`src/rtl/la_pkg.sv`:
```
`default_nettype none
// ============================================================================
//  Module      : la_pkg
//  Description : Shared types and constants for the logic-analyzer capture
//                path (acquisition state encoding, default RAM depth).
//  Revision    : 1.0  initial release
// ============================================================================
package la_pkg;

    // Acquisition sequencer states
    typedef enum logic [1:0] {
        IDLE = 2'd0,
        CAPT = 2'd1,
        DONE = 2'd2
    } cap_state_t;

    // Sample-RAM entries per channel
    localparam int DEFAULT_DEPTH = 384;

endpackage
`default_nettype wire

```
`src/rtl/capture_ctrl_wrap_cntr.sv`:
```
`default_nettype none
// ============================================================================
//  Module      : wrap_cntr
//  Description : Modulo-DEPTH address counter with synchronous clear and
//                count enable. DEPTH need not be a power of two, so the wrap
//                is done by comparing against DEPTH-1.
//  Revision    : 1.0  initial release
// ============================================================================
module wrap_cntr
    import la_pkg::*;
#(
    parameter  int DEPTH = DEFAULT_DEPTH,
    localparam int AW    = $clog2(DEPTH)
) (
    input  logic          clk,
    input  logic          rst_n,
    input  logic          clr,
    input  logic          en,
    output logic [AW-1:0] cnt
);

    localparam logic [AW-1:0] LAST = AW'(DEPTH - 1);

    // Clear has priority; otherwise advance and wrap LAST -> 0
    always_ff @(posedge clk or negedge rst_n) begin
        if (!rst_n) begin
            cnt <= '0;
        end else if (clr) begin
            cnt <= '0;
        end else if (en) begin
            cnt <= (cnt == LAST) ? '0 : cnt + AW'(1);
        end
    end

endmodule
`default_nettype wire

```
`src/rtl/capture_ctrl.sv`:
```
`default_nettype none
// ============================================================================
//  Module      : capture_ctrl
//  Description : Sequences one logic-analyzer acquisition: fills pre-trigger
//                history, arms the trigger unit, counts post-trigger samples,
//                pulses completion and latches the trace end address.
//  Revision    : 1.0  initial release
// ============================================================================
module capture_ctrl
    import la_pkg::*;
#(
    parameter  int DEPTH = DEFAULT_DEPTH,
    localparam int AW    = $clog2(DEPTH)
) (
    input  logic          clk,
    input  logic          rst_n,
    input  logic          start,
    input  logic          abort,
    input  logic          wrt_smpl,
    input  logic          triggered,
    input  logic [AW-1:0] trig_pos,
    output logic          we,
    output logic [AW-1:0] waddr,
    output logic          armed,
    output logic          set_capture_done,
    output logic          capture_done,
    output logic [AW-1:0] trace_end,
    output logic          busy
);

    localparam logic [AW-1:0] LAST    = AW'(DEPTH - 1);
    localparam logic [AW:0]   DEPTH_C = (AW+1)'(DEPTH);

    cap_state_t    state;
    cap_state_t    state_nxt;
    logic          start_acc;   // start accepted this cycle (IDLE/DONE, no abort)
    logic          complete;    // acquisition finishes this cycle
    logic [AW:0]   smpl_cnt;    // pre-trigger fill, saturates at DEPTH
    logic [AW:0]   smpl_inc;
    logic [AW:0]   arm_thresh;
    logic [AW-1:0] post_cnt;
    logic [AW-1:0] tp_eff;      // trig_pos clamped and held for the acquisition
    logic [AW-1:0] tp_clamp;
    logic [AW-1:0] last_addr;   // address of the most recent completed write

    assign smpl_inc   = smpl_cnt + (AW+1)'(1);
    assign arm_thresh = DEPTH_C - {1'b0, tp_eff};
    assign tp_clamp   = (trig_pos > LAST) ? LAST : trig_pos;
    assign last_addr  = (waddr == '0) ? LAST : waddr - AW'(1);

    // Write pointer; restarts at 0 for every acquisition
    wrap_cntr #(
        .DEPTH (DEPTH)
    ) u_waddr (
        .clk   (clk),
        .rst_n (rst_n),
        .clr   (start_acc),
        .en    (we),
        .cnt   (waddr)
    );

    // State register
    always_ff @(posedge clk or negedge rst_n) begin
        if (!rst_n) begin
            state <= IDLE;
        end else begin
            state <= state_nxt;
        end
    end

    // Next-state and combinational outputs; abort overrides everything
    always_comb begin
        state_nxt        = state;
        start_acc        = 1'b0;
        complete         = 1'b0;
        we               = 1'b0;
        set_capture_done = 1'b0;
        busy             = (state == CAPT);
        capture_done     = (state == DONE);
        case (state)
            IDLE, DONE: begin
                if (start && !abort) begin
                    state_nxt = CAPT;
                    start_acc = 1'b1;
                end
            end
            CAPT: begin
                // The write that would exceed tp_eff post samples is dropped
                complete = !abort && armed && triggered && (post_cnt == tp_eff);
                we       = !abort && wrt_smpl && !complete;
                if (complete) begin
                    state_nxt = DONE;
                end
            end
            default: state_nxt = IDLE;
        endcase
        set_capture_done = complete;
        if (abort) begin
            state_nxt = IDLE;
        end
    end

    // Acquisition counters, arming and trace end latch
    always_ff @(posedge clk or negedge rst_n) begin
        if (!rst_n) begin
            smpl_cnt  <= '0;
            post_cnt  <= '0;
            tp_eff    <= '0;
            armed     <= 1'b0;
            trace_end <= '0;
        end else if (abort) begin
            armed <= 1'b0;
        end else if (start_acc) begin
            smpl_cnt <= '0;
            post_cnt <= '0;
            tp_eff   <= tp_clamp;
            armed    <= 1'b0;
        end else if (state == CAPT) begin
            if (we) begin
                smpl_cnt <= (smpl_cnt == DEPTH_C) ? DEPTH_C : smpl_inc;
                if (smpl_inc >= arm_thresh) begin
                    armed <= 1'b1;
                end
                if (armed && triggered) begin
                    post_cnt <= post_cnt + AW'(1);
                end
            end
            if (complete) begin
                armed     <= 1'b0;
                trace_end <= last_addr;
            end
        end
    end

endmodule
`default_nettype wire

```
`config.mk`:
```
export PLATFORM = sky130hd
export DESIGN_NAME = capture_ctrl
export DESIGN_NICKNAME = d
export VERILOG_FILES = /design/src/rtl/la_pkg.sv /design/src/rtl/capture_ctrl_wrap_cntr.sv /design/src/rtl/capture_ctrl.sv
export SDC_FILE = /design/constraint.sdc
export NUM_CORES = 1
export LEC_CHECK = 0
export ABC_AREA = 1
export BUFFER_PORTS_ARGS = -buffer_cell sky130_fd_sc_hd__buf_2
export CAP_MARGIN = 30
export CELL_PAD_IN_SITES_DETAIL_PLACEMENT = 0
export CELL_PAD_IN_SITES_GLOBAL_PLACEMENT = 2
export CORE_UTILIZATION = 34
export CTS_CLUSTER_DIAMETER = 80
export DETAILED_ROUTE_END_ITERATION = 10
export PLACE_DENSITY = 0.85
export SETUP_SLACK_MARGIN = 0.05
export SLEW_MARGIN = 20
export SYNTH_ARGS = -nofsm -noshare
export SYNTH_HDL_FRONTEND = slang
export SYNTH_SLANG_ARGS = --single-unit
```
`constraint.sdc`:
```
create_clock -name clk -period 3.05 [get_ports clk]
set_clock_uncertainty 0.2 [all_clocks]
set_input_delay 0.61 -clock clk [delete_from_list [all_inputs] [get_ports clk]]
set_output_delay 0.61 -clock clk [all_outputs]
set_load 0.005 [all_outputs]
```
==> impl_metrics.env <==
export IMPL_relSlewSlack_pct=69.2
export IMPL_yosys_warnings=0
export IMPL_start_util_pct=35.2
export IMPL_finalCritPeriodShare_pct=88.7
export IMPL_max_cap_viol_count=0
export IMPL_die_x_um=100
export IMPL_timing_rr_end="armed$_DFFE_PN0P_"
export IMPL_clock_sinks=49
export IMPL_ctsRootBufferMaster="clkbuf_8"
export IMPL_syn_area_per_cell_um2=7.55
export IMPL_cts_buffers=5
export IMPL_num_rows=35
export IMPL_vias_per_cell=4.59
export IMPL_hold_class="in2async"
export IMPL_grt_use_total_pct=16.3
export IMPL_ant_nets=0
export IMPL_drt_total_wl_mm=7.61
export IMPL_nets=505
export IMPL_firstDrtPassIters=4
export IMPL_synth_top_cell_by_area="dfrtp_1"
export IMPL_fill_cells=1028
export IMPL_tightest_slew_ns=0.461
export IMPL_grt_pass1_vias=2609
export IMPL_maxSlewViolCount=0
export IMPL_routedWlPerCell_um=12.6
export IMPL_clkTransAtPathRegs_ns=0.10
export IMPL_grt_first_pass_wirelength_mm=12.8
export IMPL_fmax_mhz=370
export IMPL_fp_dieArea_um2=10000
export IMPL_antenna_found_initial=0
export IMPL_power_density_nw_per_um2=616
export IMPL_die_y_um=100
export IMPL_worst_setup_path_type="reg2out"
export IMPL_io_pins=38
export IMPL_vias=2772
export IMPL_syn_nets=464
export IMPL_r2r_slack_ns=0.56
export IMPL_drc=0
export IMPL_hold_violations=0
export IMPL_insertion_delay_ns=0.30
export IMPL_dp_hpwl_mm=5.92
export IMPL_crit_fanout=8
export IMPL_r2r_cells=15
export IMPL_endpoint_kind="output port"
export IMPL_post_cts_buffers=0
export IMPL_htreeDepth=2
export IMPL_post_route_util_pct=39.6
export IMPL_worst_setup_path_start_kind="flip-flop"
export IMPL_drt_iter0_markers=140
export IMPL_syn_to_final_growth_pct=12.5
export IMPL_cts_buffer_depth=2
export IMPL_cts_resized=0
export IMPL_grt_max_degree=28
export IMPL_setup_viol=0
export IMPL_irDropWorstVdd_v=0.000206
export IMPL_n_antenna_cell=0
export IMPL_fin_tns_setup_ns=0
export IMPL_r2r_start="tp_eff[0]$_DFFE_PN0P_"
export IMPL_required_ns=2.24
export IMPL_startpoint="tp_eff[6]$_DFFE_PN0P_"
export IMPL_rsz0062_at_grt="no"
export IMPL_overflow=0
export IMPL_critPathCapture="we"
export IMPL_cp_data_arrival_time_ns=1.90
export IMPL_power_static_leakage_uw=0.00190
export IMPL_core_area_um2=9280
export IMPL_final_layout_size_suffix_gt1_share_pct=18.9
export IMPL_cts_tree="yes"
export IMPL_synth_area_top_cells="dfrtp_1 (38%), nand2_1 (12%), ha_1 (6.1%), inv_1 (5.7%), nand3_1 (5.7%)"
export IMPL_status="finished clean"
export IMPL_period_needed_ns=2.71
export IMPL_synth_cell_type_count=33
export IMPL_gp_congestion=0.777
export IMPL_synth_top_area_share_pct=37.5
export IMPL_portBuffers=37
export IMPL_ys_ff_latch=49
export IMPL_cts_hold_buf=0
export IMPL_syn_area_um2=3270
export IMPL_netlist_instances=433
export IMPL_yosysSeqAreaShare_pct=37.5
power by group:
group | switching [µW] | internal, µW
clock | 239 | 162
sequential | 156 | 799
combinational | 532 | 376
total | 927 | 1340
metrics by stage:
step	hold slack [ns]	setup slack, ns	std cells	instance area, µm²	total power, µW
floorplan	0.114	0.756	433	3270	1610
global placement	0.260	0.609	596	3590	1880
detailed placement	0.265	0.527	596	3590	1880
CTS	0.0190	0.317	604	3680	2300
global route	0.0413	0.141	604	3680	2490
finish	0.0143	0.345	604	3680	2260
sequential cells by signal, summed over array words and instances (netlist names):
signal,cells
smpl_cnt,10
post_cnt,9
tp_eff,9
trace_end,9
u_waddr.cnt,9
state,2
armed,1
cells by family (layout without fill, tap and decap cells):
kind of cell	Yosys count	after routing	share of synthesized area [%]
buffers and inverters	66	108	8.73
and+or+nand+nor	222	222	30.5
adders and majority gates	16	16	6.12
DFF	49	49	37.5
AOI/OAI and AO/OA	58	58	11.2
xor gates and xnor gates	22	22	5.89
area by class of cell:
cell class / count / area (µm²) / share of cell area [%]
inverter: 58 / 218 / 5.92
sequential: 49 / 1230 / 33.3
tap: 129 / 161 / 4.39
timing repair buffer: 42 / 223 / 6.06
multi-input combinational: 318 / 1760 / 47.8
clock buffer: 5 / 68.8 / 1.87
clock inverter: 3 / 22.5 / 0.612
critical path, stage by stage (launching register included):
cell	delay, ns
dfrtp_1	0.43
inv_1	0.15
nand2_1	0.07
nand2_1	0.05
nand2_1	0.06
nor2_2	0.14
nand3_2	0.12
nand3_2	0.12
clkinv_1	0.24
buf_2	0.21
cells in the mapped netlist (all sizes together):
cell type  number
or2             1
a31oi           1
a21oi           8
nor3b           1
nand3          41
ha             16
xor2           17
inv            56
dfrtp          49
nor2           48
o31ai           2
buf             7
o21ai          46
o21a            1
nand3b          3
clkbuf          1
nand4           4
nor3           12
nand2         112
xnor2           5
clkinv          2
worst min path at each step:
stage	from	endpoint	slack [ns]	cells after the start
floorplan	rst_n	armed$_DFFE_PN0P_	0.11	0
global placement	trace_end[4]$_DFFE_PN0P_	trace_end[4]$_DFFE_PN0P_	0.26	2
detailed placement	trace_end[4]$_DFFE_PN0P_	trace_end[4]$_DFFE_PN0P_	0.27	2
CTS	rst_n	post_cnt[6]$_DFFE_PN0P_	0.02	1
global route	rst_n	post_cnt[6]$_DFFE_PN0P_	0.04	1
finish	rst_n	post_cnt[6]$_DFFE_PN0P_	0.01	1
layer usage:
layer	routed length [µm]	up-vias	GRT usage, %	part of all wire (%)
li1	-	1468	-	-
met1	3850	1251	22.2	51
met2	3430	51	26.9	45
met3	286	2	2.37	3.8
met4	44	0	4.35	0.58
met5	0	-	0	0
layout by cell type, fill, tap and decap left out, types with 6 or more instances in the layout:
master / n
nand2_1: 106
inv_1: 50
dfrtp_1: 49
nor2_1: 45
nand3_1: 37
buf_2: 37
o21ai_0: 23
o21ai_2: 18
xor2_1: 17
ha_1: 16
nor3_1: 10
a21oi_1: 8
inv_2: 6
(Power assumes the default switching activity.)
